`config.mk`:
```
export PLATFORM = sky130hd
export DESIGN_NAME = csa_pipe_adder
export DESIGN_NICKNAME = d
export VERILOG_FILES = /design/src/rtl/csa_pipe_pkg.sv /design/src/rtl/csa_blk.sv /design/src/rtl/csa_pipe_adder.sv
export SDC_FILE = /design/constraint.sdc
export NUM_CORES = 1
export LEC_CHECK = 0
export CAP_MARGIN = 20
export CELL_PAD_IN_SITES_DETAIL_PLACEMENT = 1
export CELL_PAD_IN_SITES_GLOBAL_PLACEMENT = 1
export CORE_MARGIN = 5
export CORE_UTILIZATION = 40
export CTS_CLUSTER_SIZE = 14
export DETAILED_ROUTE_END_ITERATION = 6
export PLACE_DENSITY_LB_ADDON = 0.1
export SLEW_MARGIN = 40
export SYNTH_ARGS = -nofsm -noshare
export SYNTH_HDL_FRONTEND = slang
export SYNTH_SLANG_ARGS = --single-unit
```
`constraint.sdc`:
```
create_clock -name clk -period 3.85 [get_ports clk]
set_input_delay 0.77 -clock clk [delete_from_list [all_inputs] [get_ports clk]]
set_output_delay 0.77 -clock clk [all_outputs]
set_load 0.02 [all_outputs]
```
`src/rtl/csa_pipe_pkg.sv`:
```
// Shared sizing helpers for the pipelined carry-select adder.
package csa_pipe_pkg;

   localparam int WIDTH_DEF = 32;
   localparam int BLK_DEF   = 4;
   localparam int NSTG_DEF  = 2;

   // Bits of the carry chain resolved in one pipeline stage.
   function automatic int w_s(input int width, input int nstg);
      return width / nstg;
   endfunction

   function automatic int nblk_s(input int width, input int blk, input int nstg);
      return (width / nstg) / blk;
   endfunction

   function automatic bit cfg_ok(input int width, input int blk, input int nstg);
      return (nstg >= 1) && (blk >= 1) && ((width % (blk * nstg)) == 0)
             && (nstg <= width / blk);
   endfunction

endpackage

```
`src/rtl/csa_blk.sv`:
```
// One carry-select block: both carry-in cases precomputed, incoming carry picks one.
module csa_blk #(
   parameter int BLK = 4
) (
   input  logic [BLK-1:0] a_i,
   input  logic [BLK-1:0] b_i,
   input  logic           cin_i,
   output logic [BLK-1:0] sum_o,
   output logic           cout_o
);

   logic [BLK-1:0] s0, s1;
   logic           c0, c1;

   assign {c0, s0} = {1'b0, a_i} + {1'b0, b_i};
   assign {c1, s1} = {1'b0, a_i} + {1'b0, b_i} + (BLK+1)'(1);

   // The only carry-dependent logic: the select mux.
   assign sum_o  = cin_i ? s1 : s0;
   assign cout_o = cin_i ? c1 : c0;

endmodule

```
`src/rtl/csa_pipe_adder.sv`:
```
// Pipelined carry-select adder/subtractor; carry chain split over NSTG elastic stages.
module csa_pipe_adder
   import csa_pipe_pkg::*;
#(
   parameter int WIDTH = WIDTH_DEF,
   parameter int BLK   = BLK_DEF,
   parameter int NSTG  = NSTG_DEF
) (
   input  logic             clk,
   input  logic             rst_n,
   input  logic             in_valid,
   output logic             in_ready,
   input  logic [WIDTH-1:0] a,
   input  logic [WIDTH-1:0] b,
   input  logic             cin,
   input  logic             sub,
   output logic             out_valid,
   input  logic             out_ready,
   output logic [WIDTH-1:0] sum,
   output logic             cout,
   output logic             ovf
);

   localparam int W_S    = w_s(WIDTH, NSTG);
   localparam int NBLK_S = nblk_s(WIDTH, BLK, NSTG);

   if (!cfg_ok(WIDTH, BLK, NSTG)) begin : g_cfg_err
      $error("csa_pipe_adder: WIDTH must be a multiple of BLK*NSTG and 1 <= NSTG <= WIDTH/BLK");
   end

   logic [WIDTH-1:0] bx;
   logic             c0;
   logic [NSTG-1:0]  vld, adv;

   assign bx = sub ? ~b : b;
   assign c0 = sub | cin;

   // A stage advances when it is empty or its successor advances.
   always_comb begin
      adv = '0;
      adv[NSTG-1] = ~vld[NSTG-1] | out_ready;
      for (int k = NSTG - 2; k >= 0; k--) begin
         adv[k] = ~vld[k] | adv[k+1];
      end
   end

   for (genvar k = 0; k < NSTG; k++) begin : g_stg
      localparam int LO = k * W_S;

      logic                     v_in, cy_in, am_in, bm_in, cy_d;
      logic [WIDTH-LO-1:0]      a_in, bx_in;
      logic [W_S-1:0]           ssl;
      logic [(k+1)*W_S-1:0]     sum_d, sum_q;
      logic                     vld_q, cy_q, am_q, bm_q;

      if (k == 0) begin : g_src
         assign v_in  = in_valid;
         assign a_in  = a;
         assign bx_in = bx;
         assign cy_in = c0;
         assign am_in = a[WIDTH-1];
         assign bm_in = bx[WIDTH-1];
         assign sum_d = ssl;
      end else begin : g_src
         assign v_in  = g_stg[k-1].vld_q;
         assign a_in  = g_stg[k-1].g_pass.a_q;
         assign bx_in = g_stg[k-1].g_pass.bx_q;
         assign cy_in = g_stg[k-1].cy_q;
         assign am_in = g_stg[k-1].am_q;
         assign bm_in = g_stg[k-1].bm_q;
         assign sum_d = {ssl, g_stg[k-1].sum_q};
      end

      // Carry ripples block-to-block through the select muxes only.
      for (genvar j = 0; j < NBLK_S; j++) begin : g_blk
         logic ci, co;
         if (j == 0) begin : g_ci
            assign ci = cy_in;
         end else begin : g_ci
            assign ci = g_blk[j-1].co;
         end
         csa_blk #(.BLK(BLK)) u_blk (
            .a_i   (a_in[j*BLK +: BLK]),
            .b_i   (bx_in[j*BLK +: BLK]),
            .cin_i (ci),
            .sum_o (ssl[j*BLK +: BLK]),
            .cout_o(co)
         );
      end

      assign cy_d   = g_blk[NBLK_S-1].co;
      assign vld[k] = vld_q;

      always_ff @(posedge clk or negedge rst_n) begin
         if (!rst_n) begin
            vld_q <= 1'b0;
            cy_q  <= 1'b0;
            am_q  <= 1'b0;
            bm_q  <= 1'b0;
            sum_q <= '0;
         end else if (adv[k]) begin
            vld_q <= v_in;
            if (v_in) begin
               cy_q  <= cy_d;
               am_q  <= am_in;
               bm_q  <= bm_in;
               sum_q <= sum_d;
            end
         end
      end

      // Operand bits of the slices still ahead travel with the partial result.
      if (k < NSTG - 1) begin : g_pass
         localparam int PW = WIDTH - (k + 1) * W_S;
         logic [PW-1:0] a_q, bx_q;

         always_ff @(posedge clk or negedge rst_n) begin
            if (!rst_n) begin
               a_q  <= '0;
               bx_q <= '0;
            end else if (adv[k] && v_in) begin
               a_q  <= a_in[WIDTH-LO-1:W_S];
               bx_q <= bx_in[WIDTH-LO-1:W_S];
            end
         end
      end
   end

   assign in_ready  = adv[0];
   assign out_valid = g_stg[NSTG-1].vld_q;
   assign sum       = g_stg[NSTG-1].sum_q;
   assign cout      = g_stg[NSTG-1].cy_q;
   assign ovf       = (g_stg[NSTG-1].am_q == g_stg[NSTG-1].bm_q)
                      & (sum[WIDTH-1] != g_stg[NSTG-1].am_q);

endmodule
```
==> Word level (Yosys, flattened, before mapping) <==
Index checks and enable logic that the tools add are counted.
{ "totals": {"register_bits": 88, "output_inout_bits": 36, "input_bits": 70, "word_cells": 57} }
{ "op_classes": {"n_reduce_logical": 3, "bitwise": 7, "addsub": 16, "n_mux": 17, "eq_ne": 2} }
{ "op_table": {"columns": ["cell", "count"], "rows": [
  ["4-bit by 4-bit adder with 5-bit output", 8],
  ["5-bit by 1-bit adder with 5-bit output, second input constant", 8],
  ["32-bit two-way mux", 1],
  ["4-bit two-way mux", 8],
  ["32-bit inverter", 1],
  ["1-bit two-way mux", 8],
  ["2-bit AND reduction", 2],
  ["1-bit OR", 3],
  ["1-bit inverter", 2],
  ["1-bit AND", 1],
  ["1-bit == test", 1],
  ["1-bit logical AND", 1],
  ["1-bit inequality test", 1]
]} }

==> Depth between registers and ports, before layout <==
Gate-level depths: netlist of run 1.
{ "depth": {"ltp_word": 8, "depth_mapped": 16, "mapped_depth_nobuf": 14} }

==> Hierarchy <==
Synthesis of run 1 repeated with hierarchy kept, for this count alone.
{ "unflattened": {"cells_unflattened": 420, "area_unflattened_um2": 5482.8} }
{ "by_module_without_submodules": {"columns": ["mod", "seq_area_each_um2", "area_each_um2", "cells_each", "n_inst"], "rows": [
  ["csa_pipe_adder", 2152.1, 3609.7, 225, 1],
  ["csa_blk at g_stg[0].g_blk[3].u_blk ...", 0.0, 229.0, 24, 5],
  ["csa_blk at g_stg[0].g_blk[0].u_blk ...", 0.0, 242.7, 25, 3]
]} }

==> Worst setup path after synthesis of run 1 <==
OpenSTA, ideal clock, no wires.
{ "synth_path": {"path_type": "input port to flip-flop", "start": "input port sub", "end": "register g_stg[0].sum_q[15]", "path_slack_ps": -470, "required_time_ps": 3720, "setup_ps": 130, "path_buffers": 2, "path_stages": 15, "arrival_ps": 4191, "path_cell_list": "buf_2 buf_1 xor2_1 ha_1 inv_1 fa_1 inv_1 ha_1 nor4b_1 mux2i_1 mux2i_1 mux2_2 a221oi_1 xnor2_1 o21ai_1"} }
{ "synth_between": {"elab_chain_len": 7, "elab_cells_between_ends": 14, "classes_between": "add/sub (8); mux (5); bitwise (1)"} }
{ "synth_lines": {"columns": ["element", "line", "rtl"], "rows": [
  ["from (decl)", "csa_pipe_adder.sv:16", "input logic sub,"],
  ["32-bit two-way mux", "csa_pipe_adder.sv:35", "assign bx = sub ? ~b : b;"],
  ["4-bit by 4-bit adder with 5-bit output", "csa_blk.sv:15, csa_blk.sv:16", null],
  ["5-bit by 1-bit adder with 5-bit output", "csa_blk.sv:16", "assign {c1, s1} = {1'b0, a_i} + {1'b0, b_i} + (BLK+1)'(1);"],
  ["1-bit two-way mux (3 in series)", "csa_blk.sv:20", "assign cout_o = cin_i ? c1 : c0;"],
  ["4-bit two-way mux (*)", "csa_blk.sv:19", "assign sum_o = cin_i ? s1 : s0;"],
  ["to (signal assigned)", "csa_pipe_adder.sv:107", "sum_q <= sum_d;"],
  ["to (decl)", "csa_pipe_adder.sv:53", "logic [(k+1)*W_S-1:0] sum_d, sum_q;"]
]} }
Mark *: on every way between the ends. The rest lies on a longest branch, timed or not.
A chain may end at the register's enable or synchronous reset.

==> Worst setup path in the final report of run 1 <==
{ "layout_path": {"start": "input port b[1]", "end": "register g_stg[0].sum_q[13]"} }
{ "layout_between": {"elab_chain_len": 8} }
{ "layout_lines": {"columns": ["element", "line", "rtl"], "rows": [
  ["from (decl)", "csa_pipe_adder.sv:14", "input logic [WIDTH-1:0] b,"],
  ["32-bit inverter", "csa_pipe_adder.sv:35", null],
  ["32-bit two-way mux (*)", "csa_pipe_adder.sv:35", null],
  ["4-bit by 4-bit adder with 5-bit output (*)", "csa_blk.sv:15, csa_blk.sv:16", null],
  ["5-bit by 1-bit adder with 5-bit output", "csa_blk.sv:16", null],
  ["1-bit two-way mux (*) (3 in series)", "csa_blk.sv:20", null],
  ["4-bit two-way mux (*)", "csa_blk.sv:19", null]
]} }
Marks and branches as above.

==> results_dict.tcl, run 1 <==
set metrics [dict create \
    outcome "finished clean" \
    cts_sinks 86 \
    cts_htree_levels 3 \
    die_y_microns 126 \
    p_comb_frac 0.439 \
    grt_max_degree 52 \
    start_util 0.405 \
    yosysUniqueCellTypes 50 \
    ant_nets 0 \
    yosysSeqAreaShare 0.403 \
    layout-drive-gt1-share 0.131 \
    hold_slack_ps 456 \
    fp-row-count 42 \
    n_antenna_cell 0 \
    drt_wl_total_microns 12900 \
    numCtsBuffers 9 \
    p_seq_frac 0.333 \
    fin_area_sq_mm 0.00712 \
    synth_edf_count 0 \
    synth-seq-cells 86 \
    tightest_slew_ps 639 \
    grt_pass1_wl_microns 22300 \
    pwr_density_cell_mw_per_mm2 567 \
    switching_share 0.347 \
    clockPowerShare 0.228 \
    max_freq_ghz 0.268 \
    viasPerCell 4.99 \
    yosysWarnings 0 \
    clk_pin_slew_ps 60 \
    fin_crit_sh 0.970 \
    clock_path_buffers 2 \
    rsz0062_at_grt "yes" \
    nNetsFinal 787 \
    maxCapViolations 0 \
    dieWidth_microns 126 \
    intPower_mw 2.64 \
    end_kind "register" \
    syn-num-nets 662 \
    antenna_found_initial 0 \
    hpwl_microns 10300 \
    skew_ps 6.30 \
    die-area_sq_mm 0.0158 \
    register_area_sq_mm 0.00215 \
    grt_overflow 0 \
    min_period_ps 3730 \
    hold_viol_final 0 \
    async_flop_share 1.00 \
    routedWlPerCell_microns 15.1 \
    place.gp.congestion 0.808 \
    vias 4238 \
    max_slew_margin 0.574 \
    port_buffers 105 \
    cts_hold_buf 0 \
    finalPower_mw 4.04 \
    core_sq_mm 0.0132 \
    fillCellCount 1502 \
    syn2layout_area_growth_pct 33.3 \
    peakVddDrop_v 0.000239 \
    synthCells 544 \
    syn-cell-area_sq_mm 0.00534 \
    crit_fanout 4 \
    tritoncts "built" \
    placed_cell_area_sq_mm 0.00674 \
    drcViolationCount 0 \
    setup_violations 0 \
    arrival_ps 3940 \
    crit_path_start_kind "input pin" \
    grt_pass1_vias 4800 \
    clockRootBuffer "clkbuf_16" \
    power.switching_mw 1.40 \
    synth.avg_cell_area_sq_um 9.82 \
    ys_top_cells_by_area "dfrtp_1 (40%), ha_1 (9.4%), nand2_1 (7.7%)" \
    dp_cells 830 \
    drtPass1Iterations 4 \
    multiInputGateArea_sq_mm 0.00310 \
    top_level_ports 106 \
    yosysTopAreaCell "dfrtp_1" \
    crit_type "input pin to register" \
    synth_top_area_frac 0.403 \
    p_leak_nw 3.24 \
    drv_slew 0 \
    clk-insertion-delay-late_ps 330 \
    fin_util 0.540 \
    grt_use_total 0.170 \
    synth_top_flop_cell "dfrtp_1" \
    fin_cells 850 \
    worstPathRequired_ps 4060 \
    hold_class "input pin to async pin" \
    drtIter0Drc 176 \
]
## per-stage QoR
step | worst slack [ps] | setup TNS (ps)
detailed placement | -453 | -3280
finish | 116 | 0
floorplan | -25.3 | -25.3
CTS | 113 | 0
global route | -35.8 | -88.9
global placement | -295 | -1760
## final timing paths
| check | cells after the start | endpoint | from | slack (ps) |
|---|---|---|---|---|
| max in group asynchronous | 2 | g_stg[0].g_pass.bx_q[6] | rst_n | 2660 |
| setup reg to reg | 12 | sum[31] | g_stg[0].g_pass.a_q[0] | 190 |
| hold reg to reg | 2 | sum[21] | sum[21] | 470 |
| min in group clk | 2 | sum[21] | sum[21] | 470 |
| setup / recovery | 13 | g_stg[0].sum_q[13] | b[1] | 120 |
| hold / removal | 1 | g_stg[0].g_pass.a_q[8] | rst_n | 460 |
## final cells by class
type | count | area share
well taps | 176 | 0.0309
inverters | 18 | 0.00948
repair buffers | 134 | 0.177
clock inverters | 4 | 0.00983
multi-input cells | 420 | 0.436
clock buffers | 12 | 0.0346
flip-flops and latches | 86 | 0.302
## layer usage
layer  share of wire  wire length (microns)  vias up  GRT usage
met5               0                      0        -          0
met4           0.014                    186        0     0.0491
met3           0.041                    531       11     0.0392
met2            0.53                   6840       74      0.310
met1            0.41                   5300     2054      0.198
li1                -                      -     2099          -
## flip-flops by register name, summed over array words and instances (netlist names)
signal and cells:
cout 1, g_stg.am_q 2, g_stg.bm_q 2, g_stg.cy_q 1, g_stg.g_pass.a_q 15, g_stg.g_pass.bx_q 15, g_stg.sum_q 16, g_stg.vld_q 1
out_valid 1, sum 32
## cell usage after synthesis, types with 2 or more instances
cell type / instances
mux2_2: 20
inv_1: 18
o21ai_0: 48
nand2b_1: 10
nor2b_1: 5
nand3_1: 12
buf_1: 4
a31oi_1: 3
dfrtp_1: 86
or3b_1: 2
xor2_1: 33
nor4b_1: 2
and3_1: 3
nor3_1: 2
ha_1: 40
fa_1: 8
o21ai_1: 4
a21o_1: 15
xnor2_1: 37
nor2_1: 7
o31a_1: 2
mux2i_1: 15
a21oi_1: 14
nor3b_1: 2
clkbuf_1: 14
nand4_1: 4
or2b_1: 2
nand2_1: 110
## power by group through the flow
| stage | logic (mW) | clock network [mW] | registers, mW |
|---|---|---|---|
| after CTS | 1.80 | 0.946 | 1.36 |
| after detailed placement | 1.78 | 0 | 1.37 |
| after global placement | 1.71 | 0 | 1.35 |
| after global routing | 1.96 | 0.991 | 1.38 |
| after floorplan | 0.877 | 0 | 1.52 |
| final | 1.77 | 0.922 | 1.35 |
## worst max-delay path: stages
cell	delay (ps)
clkdlybuf4s50_1	500
xor2_2	170
inv_1	70
fa_1	510
inv_1	70
ha_2	190
nor4b_2	160
mux2i_2	260
mux2i_4	330
mux2_4	350
a22oi_2	280
mux2i_1	220
o21ai_1	70
## cell usage in the layout (no fill, tap or decap), types with 2 or more instances in the layout
| master | instances |
|---|---|
| ha_1 | 38 |
| inv_1 | 17 |
| dfrtp_1 | 86 |
| fa_1 | 8 |
| and3_1 | 3 |
| o21ai_0 | 47 |
| nand3_1 | 12 |
| nand4_1 | 4 |
| xor2_2 | 2 |
| o21ai_1 | 5 |
| ha_2 | 2 |
| nand2_1 | 107 |
| bufinv_16 | 2 |
| a221oi_2 | 2 |
| nor3b_1 | 2 |
| nor2_1 | 7 |
| clkinv_2 | 2 |
| clkdlybuf4s50_1 | 102 |
| o31a_1 | 2 |
| clkbuf_1 | 2 |
| a21oi_1 | 14 |
| xor2_1 | 32 |
| nand2_2 | 3 |
| or2b_1 | 2 |
| mux2_2 | 19 |
| or3b_1 | 2 |
| mux2i_1 | 13 |
| a21o_1 | 15 |
| nor2b_1 | 5 |
| clkbuf_16 | 9 |
| xnor2_1 | 37 |
| buf_4 | 29 |
| a31oi_1 | 2 |
| nor3_1 | 2 |
| nand2b_1 | 10 |
## what timing repair did
| item | in CTS | in global routing |
|---|---|---|
| buffers inserted | 4 | 0 |
| endpoints found under the setup margin | 5 | 7 |
| gates resized for setup | 1 | 6 |
| pin swaps | 6 | 2 |
## cells by family (layout without fill, tap and decap cells)
group           after synthesis  after routing  synth area share
fa+ha+maj                    48             48             0.124
mux                          35             35            0.0702
buf+inv                      38            168            0.0276
compound gates               97             97             0.114
simple gates                169            169             0.144
xor+xnor                     71             71             0.118
flops                        86             86             0.403
No activity file was read; power rests on OpenSTA's default activity.
==> run 2: changes to the inputs <==
CORE_UTILIZATION = 43   (was 40)
CTS_BUF_LIST = sky130_fd_sc_hd__clkbuf_8 sky130_fd_sc_hd__clkbuf_16   (was unset)
clock period = 4.6 ns   (was 3.85 ns; I/O delays follow)
==> run 2 against run 1 <==
Power is 15% lower. Cell count is 3.8% lower. Critical path type unchanged. Critical endpoint is now g_stg[0].sum_q[11]. Via count is 2.1% lower. Clock skew hardly changed. Largest power group unchanged. Die area is 6.4% lower.
==> results_dict.tcl, run 2 (same netlist as run 1, synthesis figures left out) <==
set metrics [dict create \
    clockRootBuffer "clkbuf_16" \
    worstPathRequired_ps 4850 \
    crit_path_start_kind "input pin" \
    port_buffers 105 \
    final_common_cell "nand2_1" \
    n_antenna_cell 0 \
    end_kind "register" \
    hold_slack_ps 476 \
    rsz0062_at_grt "no" \
    pwr_density_cell_mw_per_mm2 494 \
    cts_htree_levels 3 \
    clk_pin_slew_ps 60 \
    drv_slew 0 \
    max_freq_ghz 0.229 \
    ctsResizeCount 0 \
    p_leak_nw 3.14 \
    switching_share 0.347 \
    nNetsFinal 763 \
    hpwl_microns 9730 \
    die-area_sq_mm 0.0148 \
    antenna_found_initial 0 \
    p_seq_frac 0.331 \
    finalPower_mw 3.42 \
    fin_ws_ps 232 \
    die_y_microns 121 \
    grt_max_degree 87 \
    peakVddDrop_v 0.000219 \
    clockPowerShare 0.251 \
    arrival_ps 4610 \
    mostFrequentLayoutCells "nand2_1 (108), clkdlybuf4s50_1 (103), dfrtp_1 (86)" \
    vias 4149 \
    drcViolationCount 0 \
    dieWidth_microns 121 \
    hold_class "register to register" \
    viasPerCell 5.07 \
    power.switching_mw 1.19 \
    setup_tns_ps 0 \
    top_level_ports 106 \
    cts_hold_buf 0 \
    fin_util 0.572 \
    pre_cts_ws_ps -152 \
    ant_nets 0 \
    tightest_slew_ps 690 \
    min_period_ps 4370 \
    max_slew_margin 0.540 \
    drtIter0Drc 118 \
    core_sq_mm 0.0121 \
    routedWlPerCell_microns 15.6 \
    tritoncts "built" \
    clock_path_buffers 2 \
    drtPass1Iterations 4 \
    fin_crit_sh 0.950 \
    place.gp.congestion 0.810 \
    numCtsBuffers 9 \
    outcome "finished clean" \
    skew_ps 5.83 \
    setup_violations 0 \
    clk-insertion-delay-late_ps 340 \
    drt_wl_total_microns 12800 \
    syn2layout_area_growth_pct 29.7 \
    grt_overflow 0 \
    cts_sinks 86 \
    post_cts_buffers 0 \
    hold_viol_final 0 \
    crit_type "input pin to register" \
    largest_reg_flops 32 \
    crit_fanout 5 \
    start_util 0.441 \
    intPower_mw 2.24 \
    grt_pass1_vias 4544 \
    maxCapViolations 0 \
    grt_use_total 0.184 \
    fp-row-count 40 \
    layout-drive-gt1-share 0.0862 \
    p_comb_frac 0.418 \
    grt_pass1_wl_microns 21800 \
]
-- run 2: worst max-delay path, stage by stage --
cell and delay [ps]:
clkdlybuf4s50_1 470, xor2_1 180, ha_1 200, inv_1 50, fa_1 400, xor2_1 390, nor3_1 130, mux2i_1 290
mux2i_1 380, buf_4 200, a21o_1 220, nand2_1 180, or3_1 390, a31oi_1 190
-- run 2: worst paths after layout --
path	start	endpoint	slack [ps]	depth (start not counted)
worst max-delay path	b[0]	g_stg[0].sum_q[11]	230	14
worst min-delay path	sum[25]	sum[25]	480	2
worst max register to register	g_stg[0].g_pass.a_q[0]	sum[31]	850	11
worst min register to register	sum[25]	sum[25]	480	2
max in group asynchronous	rst_n	sum[9]	3480	1
min in group asynchronous	rst_n	g_stg[0].g_pass.a_q[8]	630	1
-- run 2: metal layers --
layer	wire, microns	track usage
met1	5570	0.223
met2	6510	0.328
met3	558	0.0401
met4	155	0.0504
met5	0	0
-- run 2: metrics by stage --
stage / area (sq um) / cells
floorplan: 5340 / 544
global placement: 6560 / 802
detailed placement: 6570 / 802
CTS: 6920 / 818
global route: 6930 / 818
finish: 6930 / 818
-- run 2: layout make-up --
cell class / count / area (sq um)
multi-input cells: 420 / 3060
fillers: 1397 / 5180
repair buffers: 110 / 1090
clock inverters: 5 / 105
inverters: 18 / 67.6
clock buffers: 11 / 253
flip-flops and latches: 86 / 2150
well taps: 168 / 210
-- run 2: power groups by stage --
| stage | sequential, mW | clock [mW] | combinational, mW |
|---|---|---|---|
| finish | 1.13 | 0.857 | 1.43 |
| detailed placement | 1.15 | 0 | 1.44 |
| global placement | 1.13 | 0 | 1.38 |
| global route | 1.16 | 0.914 | 1.57 |
| CTS | 1.14 | 0.878 | 1.45 |
| floorplan | 1.28 | 0 | 0.726 |
